[src/rtl/vehicle_detector.sv]
// vehicle_detector: synchronizes and debounces a side-road inductive loop,
// turns each qualified vehicle into a one-cycle arrival pulse, and keeps a
// count of vehicles waiting for green. The side-road request is asserted
// whenever vehicles are waiting. A loop that stays occupied for too long is
// latched as a fault, and a fault forces the request on.
module vehicle_detector #(
  parameter int unsigned DEB_CYC   = 4,
  parameter int unsigned STUCK_CYC = 1000,
  parameter int unsigned QW        = 4
) (
  input  logic          clk,
  input  logic          rst,
  input  logic          loop_raw,
  input  logic          served,
  output logic          veh,
  output logic          arrive,
  output logic [QW-1:0] qcount,
  output logic          fault
);

  typedef enum logic [1:0] {
    ST_EMPTY    = 2'd0,
    ST_ARMING   = 2'd1,
    ST_OCCUPIED = 2'd2,
    ST_LEAVING  = 2'd3
  } state_t;

  // The debounce counter counts samples already seen. The decision therefore
  // happens on the sample where the counter equals DEB_CYC-1.
  localparam logic [7:0]    DEB_LAST  = 8'(DEB_CYC - 1);
  localparam logic [15:0]   STUCK_LIM = 16'(STUCK_CYC);
  localparam logic [15:0]   STUCK_MAX = 16'hFFFF;
  localparam logic [QW-1:0] Q_MAX     = {QW{1'b1}};
  localparam logic [QW-1:0] Q_ONE     = QW'(1);

  logic          r_sync1;
  logic          r_sync2;
  logic          w_s;
  state_t        r_state;
  state_t        w_state_nxt;
  logic [7:0]    r_deb;
  logic [7:0]    w_deb_nxt;
  logic          w_qualify;
  logic [15:0]   r_stuck;
  logic          r_fault;
  logic          r_arrive;
  logic [QW-1:0] r_qcount;

  // Two-flop synchronizer. loop_raw is asynchronous to clk.
  always_ff @(posedge clk or posedge rst) begin
    // NOTE: every sequential assignment is non-blocking. As a result, r_sync2
    // takes the old value of r_sync1 and not the value just sampled.
    if (rst) begin
      r_sync1 <= 1'b0;
      r_sync2 <= 1'b0;
    end else begin
      r_sync1 <= loop_raw;
      r_sync2 <= r_sync1;
    end
  end

  assign w_s = r_sync2;

  // Presence FSM state register and debounce counter.
  always_ff @(posedge clk or posedge rst) begin
    if (rst) begin
      r_state <= ST_EMPTY;
      r_deb   <= 8'd0;
    end else begin
      r_state <= w_state_nxt;
      r_deb   <= w_deb_nxt;
    end
  end

  // Next state. An edge is accepted only after DEB_CYC equal samples in a row.
  always_comb begin
    // NOTE: every output of this block gets a default value first. This covers
    // every path through the case statement, so no latch is inferred.
    w_state_nxt = r_state;
    w_deb_nxt   = r_deb;
    w_qualify   = 1'b0;
    case (r_state)
      ST_EMPTY: begin
        if (w_s) begin
          w_state_nxt = ST_ARMING;
          w_deb_nxt   = 8'd1;
        end
      end
      ST_ARMING: begin
        if (!w_s) begin
          w_state_nxt = ST_EMPTY;   // glitch rejected
          w_deb_nxt   = 8'd0;
        end else if (r_deb == DEB_LAST) begin
          w_state_nxt = ST_OCCUPIED;
          w_deb_nxt   = 8'd0;
          w_qualify   = 1'b1;
        end else begin
          w_deb_nxt   = r_deb + 8'd1;
        end
      end
      ST_OCCUPIED: begin
        if (!w_s) begin
          w_state_nxt = ST_LEAVING;
          w_deb_nxt   = 8'd1;
        end
      end
      ST_LEAVING: begin
        if (w_s) begin
          w_state_nxt = ST_OCCUPIED; // same vehicle is still on the loop
          w_deb_nxt   = 8'd0;
        end else if (r_deb == DEB_LAST) begin
          w_state_nxt = ST_EMPTY;
          w_deb_nxt   = 8'd0;
        end else begin
          w_deb_nxt   = r_deb + 8'd1;
        end
      end
      default: begin
        w_state_nxt = ST_EMPTY;
        w_deb_nxt   = 8'd0;
      end
    endcase
  end

  // Length of the current high run while occupied. The counter saturates so
  // that it cannot wrap.
  always_ff @(posedge clk or posedge rst) begin
    if (rst) begin
      r_stuck <= 16'd0;
    end else if (r_state == ST_OCCUPIED && w_s) begin
      if (r_stuck != STUCK_MAX) r_stuck <= r_stuck + 16'd1;
    end else begin
      r_stuck <= 16'd0;
    end
  end

  // Sticky fault. It is set one edge after the stuck run reaches its limit and
  // is cleared only by reset.
  always_ff @(posedge clk or posedge rst) begin
    if (rst)                       r_fault <= 1'b0;
    else if (r_stuck == STUCK_LIM) r_fault <= 1'b1;
  end

  // Registered arrival pulse. It is suppressed once the loop is faulty.
  always_ff @(posedge clk or posedge rst) begin
    if (rst) r_arrive <= 1'b0;
    else     r_arrive <= w_qualify & ~r_fault;
  end

  // Waiting-vehicle count. It saturates at the top and is floored at zero.
  // An arrival and a service in the same cycle cancel out.
  always_ff @(posedge clk or posedge rst) begin
    if (rst) begin
      r_qcount <= '0;
    end else begin
      case ({r_arrive, served})
        2'b10:   if (r_qcount != Q_MAX) r_qcount <= r_qcount + Q_ONE;
        2'b01:   if (r_qcount != '0)    r_qcount <= r_qcount - Q_ONE;
        default: r_qcount <= r_qcount;
      endcase
    end
  end

  assign arrive = r_arrive;
  assign qcount = r_qcount;
  assign fault  = r_fault;
  assign veh    = r_fault | (r_qcount != '0);

endmodule
[config.mk]
export PLATFORM = sky130hd
export DESIGN_NAME = vehicle_detector
export DESIGN_NICKNAME = d
export VERILOG_FILES = /design/src/rtl/vehicle_detector.sv
export SDC_FILE = /design/constraint.sdc
export NUM_CORES = 1
export LEC_CHECK = 0
export BUFFER_PORTS_ARGS = -buffer_cell sky130_fd_sc_hd__buf_4
export CORE_MARGIN = 2
export CORE_UTILIZATION = 55
export DETAILED_ROUTE_END_ITERATION = 16
export PLACE_DENSITY = 0.73
export SLEW_MARGIN = 20
export SYNTH_ARGS = -nofsm -noshare
export SYNTH_HDL_FRONTEND = slang
export SYNTH_SLANG_ARGS = --single-unit
[constraint.sdc]
create_clock -name clk -period 1.9 [get_ports clk]
set_input_delay 0.19 -clock clk [delete_from_list [all_inputs] [get_ports clk]]
set_output_delay 0.19 -clock clk [all_outputs]
set_load 0.01 [all_outputs]
* Word level (Yosys, flattened, before mapping)
Index checks and enable logic that the tools add are counted.
Word-level totals: flip-flop bits (word level) 34, latch bits 0, memory bits (writable) 0, ROM bits 0, bits of input ports 4, output and inout port bits 7, word-level logic and storage cells 59, memories kept 0
Operators by class: add/subtract/negate cells 4, $mul 0, div/mod/pow operators 0, order comparisons 0, eq/ne operators 16, shift operators 0, mux-type cells 21, bitwise gates (word level) 3, reductions and logical operators 7
Operators by type and width (number):
- 8-bit 2-to-1 mux | 5
- 16-bit 2-to-1 mux | 2
- 8-bit one-hot mux with 4 select lines | 1
- 16-bit by 1-bit adder with 16-bit output (second input constant) | 1
- 16-bit by 10-bit equality test with 1-bit output (second input constant) | 1
- 16-bit inequality test (second input constant) | 1
- 2-bit 2-to-1 mux | 6
- 8-bit by 1-bit adder with 8-bit output (second input constant) | 1
- 8-bit by 2-bit equality test with 1-bit output (second input constant) | 1
- 4-bit 2-to-1 mux | 2
- 2-bit inequality test (second input constant) | 4
- 2-bit one-hot mux with 4 select lines | 1
- 4-bit one-hot mux with 2 select lines | 1
- 2-bit equality test (second input constant) | 3
- 3-bit inequality test (second input constant) | 2
- 4-bit by 1-bit adder with 4-bit output (second input constant) | 1
- 2-bit by 1-bit equality test with 1-bit output (second input constant) | 2
- 4-bit inequality test (second input constant) | 1
- 4-bit AND reduction | 1
- 4-bit nonzero test | 1
- 4-bit by 1-bit subtractor with 4-bit output (second input constant) | 1
- 1-bit 2-to-1 mux | 3
- 3-bit AND reduction | 1
- 2-bit logical NOT | 1
- 7 further kinds | 7

* Longest topological paths before layout
depth in word-level cells 5, depth in mapped cells 7, depth with buffers taken out 7

* Worst setup path after synthesis
Ideal clock, no wire load.
path kind register to register, from register r_stuck[0], to register r_stuck[2], library setup time 0.079 ns, arrival time 1.682 ns, required time 1.821 ns, setup slack 0.138 ns, cell stages (with the launch flop) 6, path buffers 0, clock period less this slack 1.762 ns, path through dfrtp_1 ha_1 nand4_2 or4_4 o21ai_0 mux2i_1
Between the ends: longest elaborated chain between the ends 3, elaborated cells on any way between the ends 5, those cells by class add/sub (1); eq/ne (2); mux (2)
Ends and longest elaborated chain:
- from (decl) | RTL line 44 | logic [15:0] r_stuck;
- from (signal assigned) | RTL line 131 | if (r_stuck != STUCK_MAX) r_stuck <= r_stuck + 16'd1;
- 16-bit by 1-bit adder with 16-bit output | RTL line 131
- 16-bit 2-to-1 mux | RTL line 131
- 16-bit 2-to-1 mux | RTL line 130 | end else if (r_state == ST_OCCUPIED && w_s) begin
Several ways; a longest one is shown, not always the timed one. The select of a mux whose other input is x is not followed. A chain may end at the register's enable or synchronous reset.

* Worst setup path in the final report
from register r_stuck[1], to register r_stuck[2]
Same word-level chain as after synthesis.

==> impl_metrics.json <==
{
  "status": "finished clean",
  "synth-edff-count": 0,
  "area_delta_synth_final_pct": 15.08,
  "arrival_ps": 2040,
  "irDropWorstVdd_mv": 0.4949,
  "max_freq_mhz": 563.9,
  "gp_congestion": 0.8665,
  "synthFlopType": "dfrtp_1",
  "synth.distinct_cells": 43,
  "grt_max_degree": 31,
  "p_per_area_mw_per_mm2": 989.8,
  "clk_pin_slew_ps": 110,
  "wirelength_um": 4098,
  "io_pins": 11,
  "finalHoldViolCount": 0,
  "drive_above_1_share_pct": 16.07,
  "setup_ws_ps": 126.6,
  "end_kind": "register",
  "cpMaxStageDelayCell": "or4_4",
  "synth_seq_cells": 34,
  "cts_buffers": 5,
  "multi_input_area_mm2": 0.001036,
  "worst_pin_slew_ps": 467.8,
  "rsz0062_at_grt": "false",
  "skew_ps": 5.221,
  "critPathMaxFanout": 5,
  "grt.overflow.total": 0,
  "timing.final.max_slew_violations": 0,
  "fillers": 282,
  "critPathMaxStageDelay_ps": 540,
  "period_needed_ps": 1773,
  "relSlewSlack_pct": 68.70,
  "die_y_um": 63.15,
  "routedWlPerCell_um": 15.18,
  "grt_usage_pct": 22.85,
  "syn_inst": 202,
  "grt_pass1_vias": 1552,
  "cap_violations": 0,
  "dp_hpwl_um": 2941,
  "seq_area_um2": 850.8,
  "core-area_mm2": 0.003337,
  "antenna_cells": 0,
  "num_rows": 21,
  "vias_per_cell": 6.093,
  "dp_cells": 260,
  "post-place-ws_ps": 129.6,
  "use_met2_pct": 35.37,
  "critPathKind": "reg2reg",
  "cts.sinks": 34,
  "yosysSeqAreaShare_pct": 44.21,
  "clock_path_buffers": 2,
  "die_w_um": 63.15,
  "clk_latency_ps": 340,
  "path_cells": "ha_1 -> nand4_2 -> or4_4 -> o21ai_0 -> mux2i_1",
  "leakage_nw": 0.9716,
  "dr_total_vias": 1645,
  "nets": 235,
  "ys_warn_count": 0,
  "fin_setup_tns_ps": 0,
  "antenna_found_initial": 0,
  "dieArea_mm2": 0.003988,
  "cts_tree": "yes",
  "syn_area_mm2": 0.001924,
  "drt_iter0_drc": 183,
  "route.detailed.drc": 0,
  "synthArstFlopShare_pct": 100.0,
  "met1_usage_pct": 31.35,
  "cts_setup_buffers": 0,
  "antenna_left": 0,
  "timing.final.crit_share_pct": 93.34,
  "fin_cells": 270,
  "htree_levels": 2,
  "first_pass_iters": 4,
  "hold_class": "in2async",
  "syn-num-nets": 214,
  "port_buffers": 10,
  "initial_utilization_pct": 57.67,
  "busiest_layer": "met2",
  "use_met3_pct": 4.464,
  "crit_required_ps": 2170,
  "syn_avg_cell_area_um2": 9.526,
  "worstSetupStartpointType": "register",
  "setup_viol": 0,
  "clockRootBuffer": "clkbuf_4",
  "grt_pass1_wl_um": 7127
}
what timing repair did:
item / 4_1_cts / 5_1_grt
resized for setup: 0 / 3
hold buffers: 2 / 0
endpoints found under the setup margin: 0 / 3
endpoints found under the hold margin: 5 / 0
registers in the layout, indices dropped and copies added, names as in the netlist, named ones only:
| name | flops |
|---|---|
| r_sync1 | 1 |
| r_sync2 | 1 |
| arrive | 1 |
| qcount | 4 |
| r_state | 1 |
| r_deb | 8 |
| r_stuck | 16 |
| fault | 1 |
cell type report:
type	instances	share of cell area [%]
Inverter	10	1.695
Tap cell	46	2.599
Multi-Input combinational cell	152	46.78
Clock inverter	3	1.808
Sequential cell	34	38.42
Timing Repair Buffer	20	7.006
Clock buffer	5	1.695
critical path, delay by kind of cell, from the launching register on:
| kind | cells | cell delay, ps |
|---|---|---|
| and+or+nand+nor | 2 | 690 |
| DFF | 1 | 370 |
| AOI/OAI and AO/OA | 1 | 230 |
| adders and majority gates | 1 | 220 |
| muxes | 1 | 200 |
cell usage after synthesis, drive strengths merged, types with 3 or more instances:
| cell | number | share of area, % |
|---|---|---|
| and3 | 6 | 2.0 |
| ha | 7 | 4.6 |
| xor2 | 4 | 1.8 |
| nor4 | 5 | 1.6 |
| nand3 | 13 | 3.9 |
| a31oi | 3 | 0.98 |
| and2 | 4 | 1.3 |
| dfrtp | 34 | 44 |
| nand2 | 15 | 2.9 |
| clkbuf | 4 | 0.78 |
| a211oi | 4 | 1.6 |
| nor3 | 9 | 2.3 |
| a22o | 4 | 1.8 |
| mux2i | 3 | 1.6 |
| o21ai | 12 | 3.1 |
| inv | 10 | 2.0 |
| a21oi | 14 | 3.6 |
| nor2 | 9 | 1.8 |
| nand2b | 3 | 0.98 |
| nand4 | 5 | 2.0 |
| and4 | 3 | 1.4 |
stage by stage:
stage / hold slack (ps) / util (%) / area (µm²) / power [W]
finish: 296.8 / 66.37 / 2215 / 0.002192
global route: 292.7 / 66.37 / 2215 / 0.002342
CTS: 286.3 / 65.62 / 2190 / 0.002181
detailed placement: 108.8 / 62.69 / 2092 / 0.001647
global placement: 102.9 / 62.69 / 2092 / 0.001603
floorplan: 221.4 / - / 1924 / 0.001404
layer usage:
metal | vias up | part of all wire [%]
li1 | 791 | -
met1 | 794 | 46
met4 | 0 | 1.6
met3 | 9 | 5.3
met2 | 51 | 47
met5 | - | 0
report_power, final:
group	switching, W	internal [W]
logic	0.000378	0.000332
registers	0.000140	0.000821
clock network	0.000248	0.000272
placed cells by master, fill, tap and decap left out, types with 4 or more instances in the layout:
master,netlist,layout
ha_1,7,6
dfrtp_1,34,34
a211oi_1,4,4
and3_1,6,6
o21ai_0,12,12
nor2_1,9,9
xor2_1,4,4
a22o_1,4,4
inv_1,10,10
nand3_1,11,11
buf_4,0,18
a21oi_1,14,14
nand4_1,4,4
clkbuf_4,0,5
nor3_1,9,9
nand2_1,15,15
and2_1,4,4
kinds of logic after synthesis:
group,Yosys count,share of synthesized area [%]
mux,4,2.146
simple gates,84,25.03
buf+inv,16,3.251
compound gates,50,17.03
fa+ha+maj,8,5.592
xor+xnor,6,2.731
flops,34,44.21
worst paths after layout:
kind / start / to / slack [ps] / depth (start not counted)
setup / recovery: r_stuck[1] / r_stuck[2] / 130 / 5
hold / removal: rst / qcount[3] / 300 / 3
setup reg to reg: r_stuck[1] / r_stuck[2] / 130 / 5
hold reg to reg: r_sync1 / r_sync2 / 370 / 0
max in group asynchronous: rst / r_deb[6] / 980 / 4
min in group clk: r_sync1 / r_sync2 / 370 / 0
No activity file was read; power rests on OpenSTA's default activity.
